### src/rtl/cpu_pkg.sv
// Shared encodings for the 8-bit CPU control path: FSM states, opcodes and decode bundle.
package cpu_pkg;

  localparam logic [2:0] S_IDLE   = 3'd0;
  localparam logic [2:0] S_FETCH  = 3'd1;
  localparam logic [2:0] S_DECODE = 3'd2;
  localparam logic [2:0] S_EXEC   = 3'd3;
  localparam logic [2:0] S_MEM    = 3'd4;
  localparam logic [2:0] S_WB     = 3'd5;
  localparam logic [2:0] S_HALTED = 3'd6;
  localparam logic [2:0] S_FAULT  = 3'd7;

  localparam logic [1:0] OP_ADD = 2'b00;
  localparam logic [1:0] OP_LW  = 2'b01;
  localparam logic [1:0] OP_SW  = 2'b10;
  localparam logic [1:0] OP_BR  = 2'b11;

  // Branch-to-self is treated as halt.
  localparam logic [7:0] HLT_INSTR = 8'hFF;

  typedef struct packed {
    logic reg_dst;
    logic alu_src;
    logic mem_to_reg;
    logic is_load;
    logic is_store;
    logic is_br;
    logic is_hlt;
  } dec_t;

endpackage

### src/rtl/cpu_decode.sv
// Static instruction decode: IR -> datapath selects and opcode class flags.
module cpu_decode
  import cpu_pkg::*;
(
  input  logic [7:0] ir,
  output dec_t       dec
);

  always_comb begin
    dec            = '0;
    dec.reg_dst    = ~ir[6];
    dec.alu_src    = ir[7] ^ ir[6];
    dec.mem_to_reg = ir[6];
    dec.is_load    = (ir[7:6] == OP_LW);
    dec.is_store   = (ir[7:6] == OP_SW);
    dec.is_br      = (ir[7:6] == OP_BR);
    dec.is_hlt     = (ir == HLT_INSTR);
  end

endmodule

### src/rtl/cpu_sequencer.sv
// Multi-cycle control FSM: fetch handshake, decode, per-phase one-tick datapath enables,
// run/step/halt control, fetch timeout and retired-instruction counter.
module cpu_sequencer
  import cpu_pkg::*;
#(
  parameter int FETCH_TIMEOUT = 16,
  parameter int COUNT_W       = 8
) (
  input  logic               clock,
  input  logic               reset,
  input  logic               tick,
  input  logic               run,
  input  logic               step,
  input  logic               halt_req,
  input  logic               imem_ack,
  input  logic [7:0]         instruction,
  output logic               imem_req,
  output logic               ir_load,
  output logic               reg_write,
  output logic               mem_read,
  output logic               mem_write,
  output logic               reg_dst,
  output logic               alu_src,
  output logic               mem_to_reg,
  output logic               pc_inc,
  output logic               pc_branch,
  output logic [2:0]         state,
  output logic               halted,
  output logic               fault,
  output logic [COUNT_W-1:0] retired
);

  localparam int TO_W = (FETCH_TIMEOUT > 1) ? $clog2(FETCH_TIMEOUT) : 1;
  localparam logic [TO_W-1:0] TO_MAX = TO_W'(FETCH_TIMEOUT - 1);

  logic [2:0]         state_q, state_d;
  logic [7:0]         ir_q, ir_d;
  logic [TO_W-1:0]    timeout_q, timeout_d;
  logic [COUNT_W-1:0] retired_q, retired_d;
  logic               step_mode_q, step_mode_d;
  logic               halt_pend_q, halt_pend_d;
  logic               retire;
  logic               dec_valid;
  dec_t               dec;

  cpu_decode u_decode (.ir(ir_q), .dec(dec));

  always_comb begin
    state_d     = state_q;
    ir_d        = ir_q;
    timeout_d   = (state_q == S_FETCH) ? timeout_q : '0;
    retired_d   = retired_q;
    step_mode_d = step_mode_q;
    halt_pend_d = halt_pend_q | (halt_req & (state_q != S_IDLE));
    ir_load     = 1'b0;
    reg_write   = 1'b0;
    mem_write   = 1'b0;
    pc_inc      = 1'b0;
    pc_branch   = 1'b0;
    retire      = 1'b0;
    if (tick) begin
      case (state_q)
        S_IDLE: if (run || step) begin
          state_d     = S_FETCH;
          step_mode_d = ~run;
        end
        S_FETCH: if (imem_ack) begin
          ir_load   = 1'b1;
          ir_d      = instruction;
          timeout_d = '0;
          state_d   = S_DECODE;
        end else if (timeout_q == TO_MAX) begin
          state_d = S_FAULT;
        end else begin
          timeout_d = timeout_q + 1'b1;
        end
        S_DECODE: state_d = dec.is_hlt ? S_HALTED : S_EXEC;
        S_EXEC: if (dec.is_br) begin
          pc_branch = 1'b1;
          retire    = 1'b1;
        end else begin
          state_d = (dec.is_load || dec.is_store) ? S_MEM : S_WB;
        end
        S_MEM: if (dec.is_store) begin
          mem_write = 1'b1;
          pc_inc    = 1'b1;
          retire    = 1'b1;
        end else begin
          state_d = S_WB;
        end
        S_WB: begin
          reg_write = 1'b1;
          pc_inc    = 1'b1;
          retire    = 1'b1;
        end
        default: ;
      endcase
    end
    // Retire resolves the NEXT pseudo-state; a halt_req arriving this tick still counts.
    if (retire) begin
      retired_d = retired_q + 1'b1;
      if (step_mode_q || halt_pend_d || !run) begin
        state_d     = S_IDLE;
        halt_pend_d = 1'b0;
      end else begin
        state_d = S_FETCH;
      end
    end
  end

  always_ff @(posedge clock) begin
    if (reset) begin
      state_q     <= S_IDLE;
      ir_q        <= '0;
      timeout_q   <= '0;
      retired_q   <= '0;
      step_mode_q <= 1'b0;
      halt_pend_q <= 1'b0;
    end else begin
      state_q     <= state_d;
      ir_q        <= ir_d;
      timeout_q   <= timeout_d;
      retired_q   <= retired_d;
      step_mode_q <= step_mode_d;
      halt_pend_q <= halt_pend_d;
    end
  end

  assign dec_valid  = (state_q == S_DECODE) || (state_q == S_EXEC) ||
                      (state_q == S_MEM)    || (state_q == S_WB);
  assign reg_dst    = dec_valid & dec.reg_dst;
  assign alu_src    = dec_valid & dec.alu_src;
  assign mem_to_reg = dec_valid & dec.mem_to_reg;
  assign imem_req   = (state_q == S_FETCH);
  assign mem_read   = (state_q == S_MEM) & dec.is_load;
  assign state      = state_q;
  assign halted     = (state_q == S_IDLE) || (state_q == S_HALTED);
  assign fault      = (state_q == S_FAULT);
  assign retired    = retired_q;

endmodule

### config.mk
export PLATFORM = sky130hd
export DESIGN_NAME = cpu_sequencer
export DESIGN_NICKNAME = d
export VERILOG_FILES = /design/src/rtl/cpu_pkg.sv /design/src/rtl/cpu_decode.sv /design/src/rtl/cpu_sequencer.sv
export SDC_FILE = /design/constraint.sdc
export NUM_CORES = 1
export LEC_CHECK = 0
export BUFFER_PORTS_ARGS = -buffer_cell sky130_fd_sc_hd__clkbuf_2
export CAP_MARGIN = 20
export CORE_MARGIN = 2
export CORE_UTILIZATION = 50
export DETAILED_ROUTE_END_ITERATION = 8
export PLACE_DENSITY = 0.77
export SETUP_SLACK_MARGIN = 0.05
export SYNTH_ARGS = -nofsm -noshare
export SYNTH_HDL_FRONTEND = slang
export SYNTH_SLANG_ARGS = --single-unit
### constraint.sdc
create_clock -name clock -period 2.84 [get_ports clock]
set_input_delay 0.284 -clock clock [delete_from_list [all_inputs] [get_ports clock]]
set_output_delay 0.284 -clock clock [all_outputs]
set_load 0.01 [all_outputs]
* After elaboration in Yosys (flattened, before gate mapping)
Cells that the tools add are included.
** Storage, ports and cells
- Output and inout bits :: 23
- Word-level logic and storage cells :: 82
- Input bits :: 15
- Flip-flop bits (word level) :: 25
** Operators by class
- Reduce and logical (&&, ||, !) cells :: 16
- Mux-type cells :: 33
- Eq/ne operators :: 16
- Add/sub/neg operators :: 2
- Bitwise gates (word level) :: 9
** Operators with widths (number)
- $mux 3 :: 8
- $mux 4 :: 5
- $mux 1 :: 17
- $pmux 3 s5 :: 1
- $eq 3x3->1 const B :: 4
- $ne 3x3->1 const B :: 3
- $add 8x1->8 const B :: 1
- $eq 8x8->1 const B :: 1
- $logic_or 1x1->1 :: 8
- $eq 3x2->1 const B :: 2
- $reduce_and 3->1 :: 2
- $reduce_and 6->1 :: 1
- $reduce_bool 6->1 :: 1
- $and 1x1->1 :: 5
- $add 4x1->4 const B :: 1
- $eq 2x2->1 const B :: 2
- $eq 4x4->1 const B :: 1
- $ne 4x2->1 const B :: 1
- $eq 3x1->1 const B :: 1
- $logic_not 3->1 :: 1
- $pmux 1 s3 :: 1
- $reduce_bool 3->1 :: 1
- $eq 2x1->1 const B :: 1
- $not 1->1 :: 2
- other kinds (5) :: 5

* Logic depth before layout (Yosys ltp)
Gate-level depths: netlist of the first run.
- Word-level depth :: 7
- Mapped depth :: 7
- Gate-level depth less buffers :: 7

* Modules after synthesis
From an unflattened synthesis of the first run, not the netlist that was laid out.
** Second synthesis, totals
- Cells, all modules :: 178
- Area, all modules :: 1428.9 um^2
** By module, submodules not included
- cpu_sequencer :: cells an instance 168, times used 1, sequential area each 500.5 um^2, area each 1357.6 um^2
- cpu_decode :: cells an instance 10, times used 1, sequential area each 0.0 um^2, area each 71.3 um^2

* Worst setup path after synthesis of the first run
Ideal clock, no wire load.
- Path kind :: register to register
- Start :: register state_q[2] (netlist: state[2])
- End :: register ir_q[0]
- Cell stages (with the launch flop) :: 6
- Arrival time :: 1.570 ns
- Required time :: 2.712 ns
- Library setup time :: 0.128 ns
- Setup slack :: 1.143 ns
- Clock period less this slack :: 1.697 ns
- Buffers on the path :: 1
- Cell sequence :: dfxtp_1 > nor3b_1 > and3_1 > buf_4 > mux2i_1 > nor2_1
** On the way
- Word-level cells in the longest chain between the ends :: 2
** RTL lines
- from (decl) :: line cpu_sequencer.sv:36 : logic [2:0] state_q, state_d;
- from (signal assigned) :: line cpu_sequencer.sv:120 : state_q <= state_d;
- $eq 3x1->1
- via imem_req :: line cpu_sequencer.sv:17 : output logic imem_req,
- $reduce_and 3->1 (no source line)
- to (signal assigned) :: line cpu_sequencer.sv:121 : ir_q <= ir_d;
- to (decl) :: line cpu_sequencer.sv:37 : logic [7:0] ir_q, ir_d;
The timed path passes the listed nets, and every way through them passes these cells.
A chain may end at the register's enable or synchronous reset.

* Worst setup path after layout of the first run
- Start :: register state_q[0] (netlist: state[0])
- End :: output ir_load
** On the way
- Word-level cells in the longest chain between the ends :: 3
** RTL lines
- $eq 3x1->1 :: line cpu_sequencer.sv:62 : case (state_q)
- $mux 1 :: line cpu_sequencer.sv:62
- $mux 1 :: line cpu_sequencer.sv:61 : if (tick) begin
- to (decl) :: line cpu_sequencer.sv:18 : output logic ir_load,
Every way passes these cells.

==> results.py, run 1 <==
metrics = {
    "place": {
        "io_buffer_count": 37,
        "dpl.hpwl_um": 2280,
        "gp_congestion": 0.820,
    },
    "yosys": {
        "synth_top_family_by_area": "simple AND/OR/NAND/NOR gates",
        "muxShareOfSynthArea_pct": 6.43,
        "synth_warnings": 0,
        "synthAdderAreaFrac_pct": 4.47,
        "async_flop_share_pct": 0,
        "avgSynthCellArea_sq_um": 8.28,
        "yosys.area_share.simple_pct": 29.9,
        "synthXorXnorAreaFrac_pct": 2.50,
        "synth_nets": 189,
        "synth_seq_cells": 25,
        "synth-main-ff-cell": "dfxtp_1",
        "syn_area_sq_um": 1400,
        "synth_edf_count": 0,
        "seq_area_frac_synth_pct": 35.7,
        "syn_inst": 169,
        "synth_compound_area_share_pct": 16.2,
        "synth_cell_type_count": 43,
    },
    "cells_and_area": {
        "syn_to_final_growth_pct": 15.1,
        "diodes": 0,
        "drive_gt1_share_pct": 23.4,
        "nNetsFinal": 222,
    },
    "clock_network": {
        "numCtsBuffers": 3,
        "cts_tree": "done",
        "clk_root_buffer_cell": "clkbuf_4",
        "clock_sinks": 25,
        "htree_levels": 1,
        "clockBufferDepth": 2,
        "insertion_delay_ns": 0.32,
        "path_clk_slew_ns": 0.15,
        "ctsHoldBuffers": 0,
    },
    "min_path": {
        "hp-class": "input pin to register",
        "hp-start": "run",
    },
    "floorplan": {
        "dieArea_sq_um": 3240,
        "die_h_um": 56.9,
        "coreArea_sq_um": 2710,
        "initial_core_util_pct": 51.7,
        "rows": 19,
        "die_w_um": 56.9,
        "ioPinCount": 38,
    },
    "sta": {
        "setup_tns_ns": 0,
        "skew_ns": 0.000889,
        "finalSetupViolations": 0,
        "rsz0062_at_grt": "false",
        "fmax_mhz": 390,
        "maxSlewViolCount": 0,
        "hold_violations": 0,
        "relSlewSlack_pct": 59.5,
        "tightest_slew_ns": 0.607,
        "period_share_pct": 90.2,
        "period_minus_slack_ns": 2.56,
    },
    "drt": {
        "drt-total-wl_um": 3130,
        "drt_iter0_drc": 46,
        "num_vias": 1337,
        "drt_pre_antenna_iters": 5,
        "drtAntennaViolNets": 0,
        "routed_via_density": 5.76,
        "drc_errors": 0,
        "wire_per_inst_um": 13.5,
    },
    "pwr": {
        "power.leakage_nw": 0.635,
        "power_density_nw_per_um2": 419,
        "ir_drop_mv": 0.261,
        "power.total_uw": 675,
    },
    "worst_setup_path": {
        "crit_required_ns": 2.56,
        "crit_fanout": 22,
        "worstPathArrival_ns": 2.28,
        "setup.worst_path.class": "register to primary output",
        "critPathLaunchType": "register",
        "rr_startpoint": "state[0]$_SDFFE_PP0P_",
        "end_kind": "primary output",
        "crit_start": "state[0]$_SDFFE_PP0P_",
    },
    "global_routing": {
        "grt_start_max_net_pins": 24,
        "antenna_found_initial": 0,
        "grt_pass1_wl_um": 5400,
        "overflow": 0,
        "grt_pass1_vias": 1247,
        "grt.total_usage_pct": 20.3,
    },
    "flow_run": {
        "drv_cap": 0,
    },
    "status": {
        "status": "finished, final reports clean",
    },
}
==> cells in the final DEF, fill, tap and decap left out, types with 4 or more instances in the layout <==
cell	Yosys	final
inv_1	6	6
o21ai_0	5	5
nand4_1	5	5
mux2i_1	9	9
dfxtp_1	25	24
or3_1	4	4
nor2_1	25	25
nand2_1	12	12
nand2b_1	4	4
ha_1	5	5
nand3_1	6	6
a21oi_1	12	12
clkbuf_2	0	37
nor3_1	4	4
==> metrics by stage <==
step	instance area, sq um	std cells	hold WS (ns)	util, %	setup slack, ns
floorplan	1400	169	0.401	-	1.14
detailed placement	1580	228	0.460	58.3	0.461
finish	1610	232	0.180	59.5	0.278
global placement	1580	228	0.451	58.3	0.643
CTS	1610	232	0.178	59.4	0.0879
global route	1610	232	0.177	59.5	0.147
==> sequential cells by signal (all words and copies together), names as in the netlist <==
register     count
halt_pend_q      1
ir_q             8
step_mode_q      1
state            3
timeout_q        4
retired          8
==> metal layers <==
layer,track usage (%),wire (um)
met1,27.5,1420
met2,33.7,1550
met3,2.76,135
met4,5.98,20
met5,0,0
==> critical path, cell delays in order (launching register included) <==
cell and delay [ns]:
dfxtp_2 0.58, nor3b_1 0.57, and3_1 0.58, clkbuf_2 0.23
==> synthesized netlist by cell type, types with 2 or more instances <==
cell type / number / area [sq um]
buf_4: 2 / 15.0
nand4_1: 5 / 31.3
nand3b_1: 2 / 15.0
nand2_1: 12 / 45.0
a21oi_1: 12 / 60.1
nand4b_1: 2 / 17.5
or3_1: 4 / 25.0
clkbuf_1: 4 / 15.0
nand2b_1: 4 / 25.0
a32oi_1: 2 / 17.5
nor3_1: 4 / 20.0
dfxtp_1: 25 / 500
ha_1: 5 / 62.6
a31oi_1: 2 / 12.5
buf_2: 2 / 10.0
or4_1: 2 / 15.0
o21ai_0: 5 / 25.0
o31ai_1: 3 / 22.5
inv_1: 6 / 22.5
nor2_1: 25 / 93.8
xor2_1: 3 / 26.3
nand3_1: 6 / 30.0
nor3b_1: 3 / 22.5
mux2i_1: 9 / 90.1
and3_1: 2 / 12.5
==> where the power goes <==
part	internal, mW	switching [mW]	total, mW	leakage (nW)
Combinational	0.0524	0.0644	0.117	0.419
Sequential	0.363	0.0250	0.388	0.203
Clock	0.0538	0.116	0.170	0.0139
==> area by class of cell <==
cell class                      count  area [sq um]
Multi-Input combinational cell    129           833
Clock inverter                      1          7.51
Timing Repair Buffer               37           185
Clock buffer                        3          22.5
Inverter                            6          22.5
Sequential cell                    25           502
Fill cell                         257          1100
Tap cell                           31          38.8
==> kinds of logic (layout without fill, tap and decap cells) <==
logic type | count (synthesis) | in the layout
AO/OA/AOI/OAI | 33 | 33
XOR/XNOR | 4 | 4
adder cells (fa/ha/maj) | 5 | 5
buffers and inverters | 15 | 47
flip-flops | 25 | 25
multiplexers | 9 | 9
AND/OR/NAND/NOR | 78 | 78
==> repair_timing <==
action / 4_1_cts / 5_1_grt
resized for setup: 0 / 1
setup endpoints to repair: 0 / 1
setup buffers: 0 / 0
==> worst paths after layout <==
path         cells past startpoint                  endpoint  slack (ns)
max                              3                   ir_load        0.28
min                              2  step_mode_q$_SDFFE_PP0P_        0.18
max reg2reg                      4      ir_q[0]$_SDFFE_PP0P_        0.69
min reg2reg                      2    halt_pend_q$_SDFF_PP0_        0.49
No activity file was read; power rests on OpenSTA's default activity.
==> run 2: changes to the inputs <==
--- a/config.mk
+++ b/config.mk
@@ -5,12 +5,13 @@
 export SDC_FILE = /design/constraint.sdc
 export NUM_CORES = 1
 export LEC_CHECK = 0
+export ABC_AREA = 1
 export BUFFER_PORTS_ARGS = -buffer_cell sky130_fd_sc_hd__clkbuf_2
 export CAP_MARGIN = 20
 export CORE_MARGIN = 2
 export CORE_UTILIZATION = 50
 export DETAILED_ROUTE_END_ITERATION = 8
-export PLACE_DENSITY = 0.77
+export PLACE_DENSITY = 0.76
 export SETUP_SLACK_MARGIN = 0.05
 export SYNTH_ARGS = -nofsm -noshare
 export SYNTH_HDL_FRONTEND = slang
==> constraint.sdc (replaced) <==
create_clock -name clock -period 2.7 [get_ports clock]
set_input_delay 0.27 -clock clock [delete_from_list [all_inputs] [get_ports clock]]
set_output_delay 0.27 -clock clock [all_outputs]
set_load 0.01 [all_outputs]
==> results.py, run 2 <==
metrics = {
    "sta": {
        "setup_tns_ns": 0,
        "maxSlewViolCount": 0,
        "tightest_slew_ns": 0.515,
        "relSlewSlack_pct": 65.6,
        "finalSetupViolations": 0,
        "fmax_mhz": 488,
        "whs_ns": 0.147,
        "rsz0062_at_grt": "false",
        "period_share_pct": 76.0,
        "hold_violations": 0,
        "period_minus_slack_ns": 2.05,
        "skew_ns": 0.00626,
    },
    "global_routing": {
        "antenna_found_initial": 0,
        "grt_start_max_net_pins": 17,
        "grt.total_usage_pct": 19.0,
        "grt_pass1_vias": 1181,
        "overflow": 0,
        "grt_pass1_wl_um": 5130,
    },
    "clock_network": {
        "cts_tree": "done",
        "ctsHoldBuffers": 0,
        "numCtsBuffers": 3,
        "insertion_delay_ns": 0.33,
        "clock_sinks": 25,
        "cts_resized": 0,
        "path_clk_slew_ns": 0.15,
        "htree_levels": 1,
        "cts.repair_timing.setup_buffer_count": 0,
        "clockBufferDepth": 2,
        "clk_root_buffer_cell": "clkbuf_4",
    },
    "pwr": {
        "p_int_uw": 502,
        "power_density_nw_per_um2": 446,
        "p_seq_share_pct": 54.7,
        "power.share.clock_pct": 24.9,
        "power.total_uw": 743,
        "p_comb_share_pct": 20.4,
        "power.leakage_nw": 0.790,
        "ir_drop_mv": 0.485,
        "switching_share_pct": 32.4,
        "p_sw_uw": 241,
    },
    "worst_setup_path": {
        "crit_top_cell": "nor2_1",
        "end_kind": "primary output",
        "setup.worst_path.class": "register to primary output",
        "slowest_delay_ns": 0.68,
        "worstPathArrival_ns": 1.78,
        "cp_slowest_cell": "dfxtp_1",
        "crit_fanout": 9,
        "critPathLaunchType": "register",
        "cp_num_buf_inv": 3,
        "path_cells": "inv_1 -> nand2_1 -> nor2_1 -> inv_1 -> nand2_1 -> nor2_1 -> nor2_1 -> clkbuf_2",
        "cp_top_family": "flip-flops",
        "crit_required_ns": 2.43,
    },
    "floorplan": {
        "initial_core_util_pct": 52.9,
        "coreArea_sq_um": 2780,
        "ioPinCount": 38,
        "dieArea_sq_um": 3400,
        "die_h_um": 58.3,
        "rows": 19,
        "die_w_um": 58.3,
    },
    "cells_and_area": {
        "drive_gt1_share_pct": 22.6,
        "final_common_cell": "nand2_1",
        "fill_cells": 276,
        "syn_to_final_growth_pct": 13.0,
        "multi_input_area_sq_um": 826,
        "diodes": 0,
        "final_cell_mix": "44 x nand2_1, 37 x clkbuf_2, 33 x nor2_1",
        "final_cell_area_sq_um": 1660,
        "nNetsFinal": 264,
        "seq_area_sq_um": 500,
    },
    "place": {
        "io_buffer_count": 37,
        "dpl_cell_area_sq_um": 1630,
        "gp_congestion": 0.802,
        "dpl.hpwl_um": 2300,
    },
    "yosys": {
        "synth-main-ff-cell": "dfxtp_1",
        "ys_top_cells_by_area": "dfxtp_1 34%, nand2_1 11%, nor2_1 8.4%",
        "synthXorXnorAreaFrac_pct": 2.97,
        "synth_seq_cells": 25,
        "seq_area_frac_synth_pct": 34.0,
        "synth_nets": 229,
        "synth_top_family_by_area": "simple AND/OR/NAND/NOR gates",
        "yosys.area_share.simple_pct": 34.5,
        "synthAdderAreaFrac_pct": 4.25,
        "synth_edf_count": 0,
        "yosysTopAreaCellShare_pct": 34.0,
        "async_flop_share_pct": 0,
        "muxShareOfSynthArea_pct": 0,
        "syn_inst": 209,
        "yosys.area.top_type": "dfxtp_1",
        "synth_warnings": 0,
        "syn_area_sq_um": 1470,
        "avgSynthCellArea_sq_um": 7.05,
        "synth.most_common_cell": "nand2_1",
        "synth_compound_area_share_pct": 14.4,
        "synth_cell_type_count": 33,
        "synthTopCellsByCount": "44 x nand2_1, 33 x nor2_1, 25 x dfxtp_1",
    },
    "drt": {
        "drc_errors": 0,
        "num_vias": 1415,
        "wire_per_inst_um": 11.0,
        "routed_via_density": 5.16,
        "drt_pre_antenna_iters": 4,
        "drt_iter0_drc": 51,
        "drtAntennaViolNets": 0,
        "drt-total-wl_um": 3020,
    },
    "min_path": {
        "hp-class": "input pin to register",
    },
    "flow_run": {
        "drv_cap": 0,
    },
    "status": {
        "status": "finished, final reports clean",
    },
}
run 2: kinds of logic (layout without fill, tap and decap cells):
group / after synthesis / after routing
adders and majority gates: 5 / 5
and+or+nand+nor: 106 / 106
buffers and inverters: 29 / 63
DFF: 25 / 25
xor gates and xnor gates: 5 / 5
AOI/OAI and AO/OA: 39 / 39
run 2: power by group through the flow:
stage                     combinational (mW)  clock [mW]  sequential, mW
after floorplan                        0.123           0           0.402
after global placement                 0.151           0           0.412
after detailed placement               0.152           0           0.414
after CTS                              0.153       0.192           0.406
after global routing                   0.173       0.207           0.409
final                                  0.152       0.185           0.406
run 2: layer usage:
layer	share of wire [%]	vias up	wire length (um)	GRT usage (%)
li1	-	754	-	-
met1	49	625	1490	27.0
met2	45	34	1350	29.7
met3	5.5	2	165	4.46
met4	0.33	0	10	2.99
met5	0	-	0	0
run 2: cell type report:
| class | count | share of cell area [%] |
|---|---|---|
| Clock buffer | 3 | 1.35 |
| Sequential cell | 25 | 30.1 |
| Timing Repair Buffer | 37 | 11.1 |
| Tap cell | 31 | 2.33 |
| Clock inverter | 1 | 0.526 |
| Multi-Input combinational cell | 155 | 49.6 |
| Inverter | 22 | 4.96 |
run 2: per-stage QoR:
step / std cells / util, % / setup WS (ns)
after floorplan: 209 / - / 1.27
after global placement: 270 / 58.7 / 1.10
after detailed placement: 270 / 58.7 / 1.04
after CTS: 274 / 59.8 / 0.647
after global routing: 274 / 59.8 / 0.471
final: 274 / 59.8 / 0.649
run 2: path summary, 6_finish.rpt:
check	slack (ns)	cells after the start	end	startpoint
worst min register to register	0.47	2	ir_q[5]$_SDFFE_PP0P_	ir_q[5]$_SDFFE_PP0P_
worst min-delay path	0.15	2	step_mode_q$_SDFFE_PP0P_	run
worst max register to register	1.06	6	retired[3]$_SDFFE_PP0P_	state[0]$_SDFFE_PP0P_
worst max-delay path	0.65	8	alu_src	state[0]$_SDFFE_PP0P_
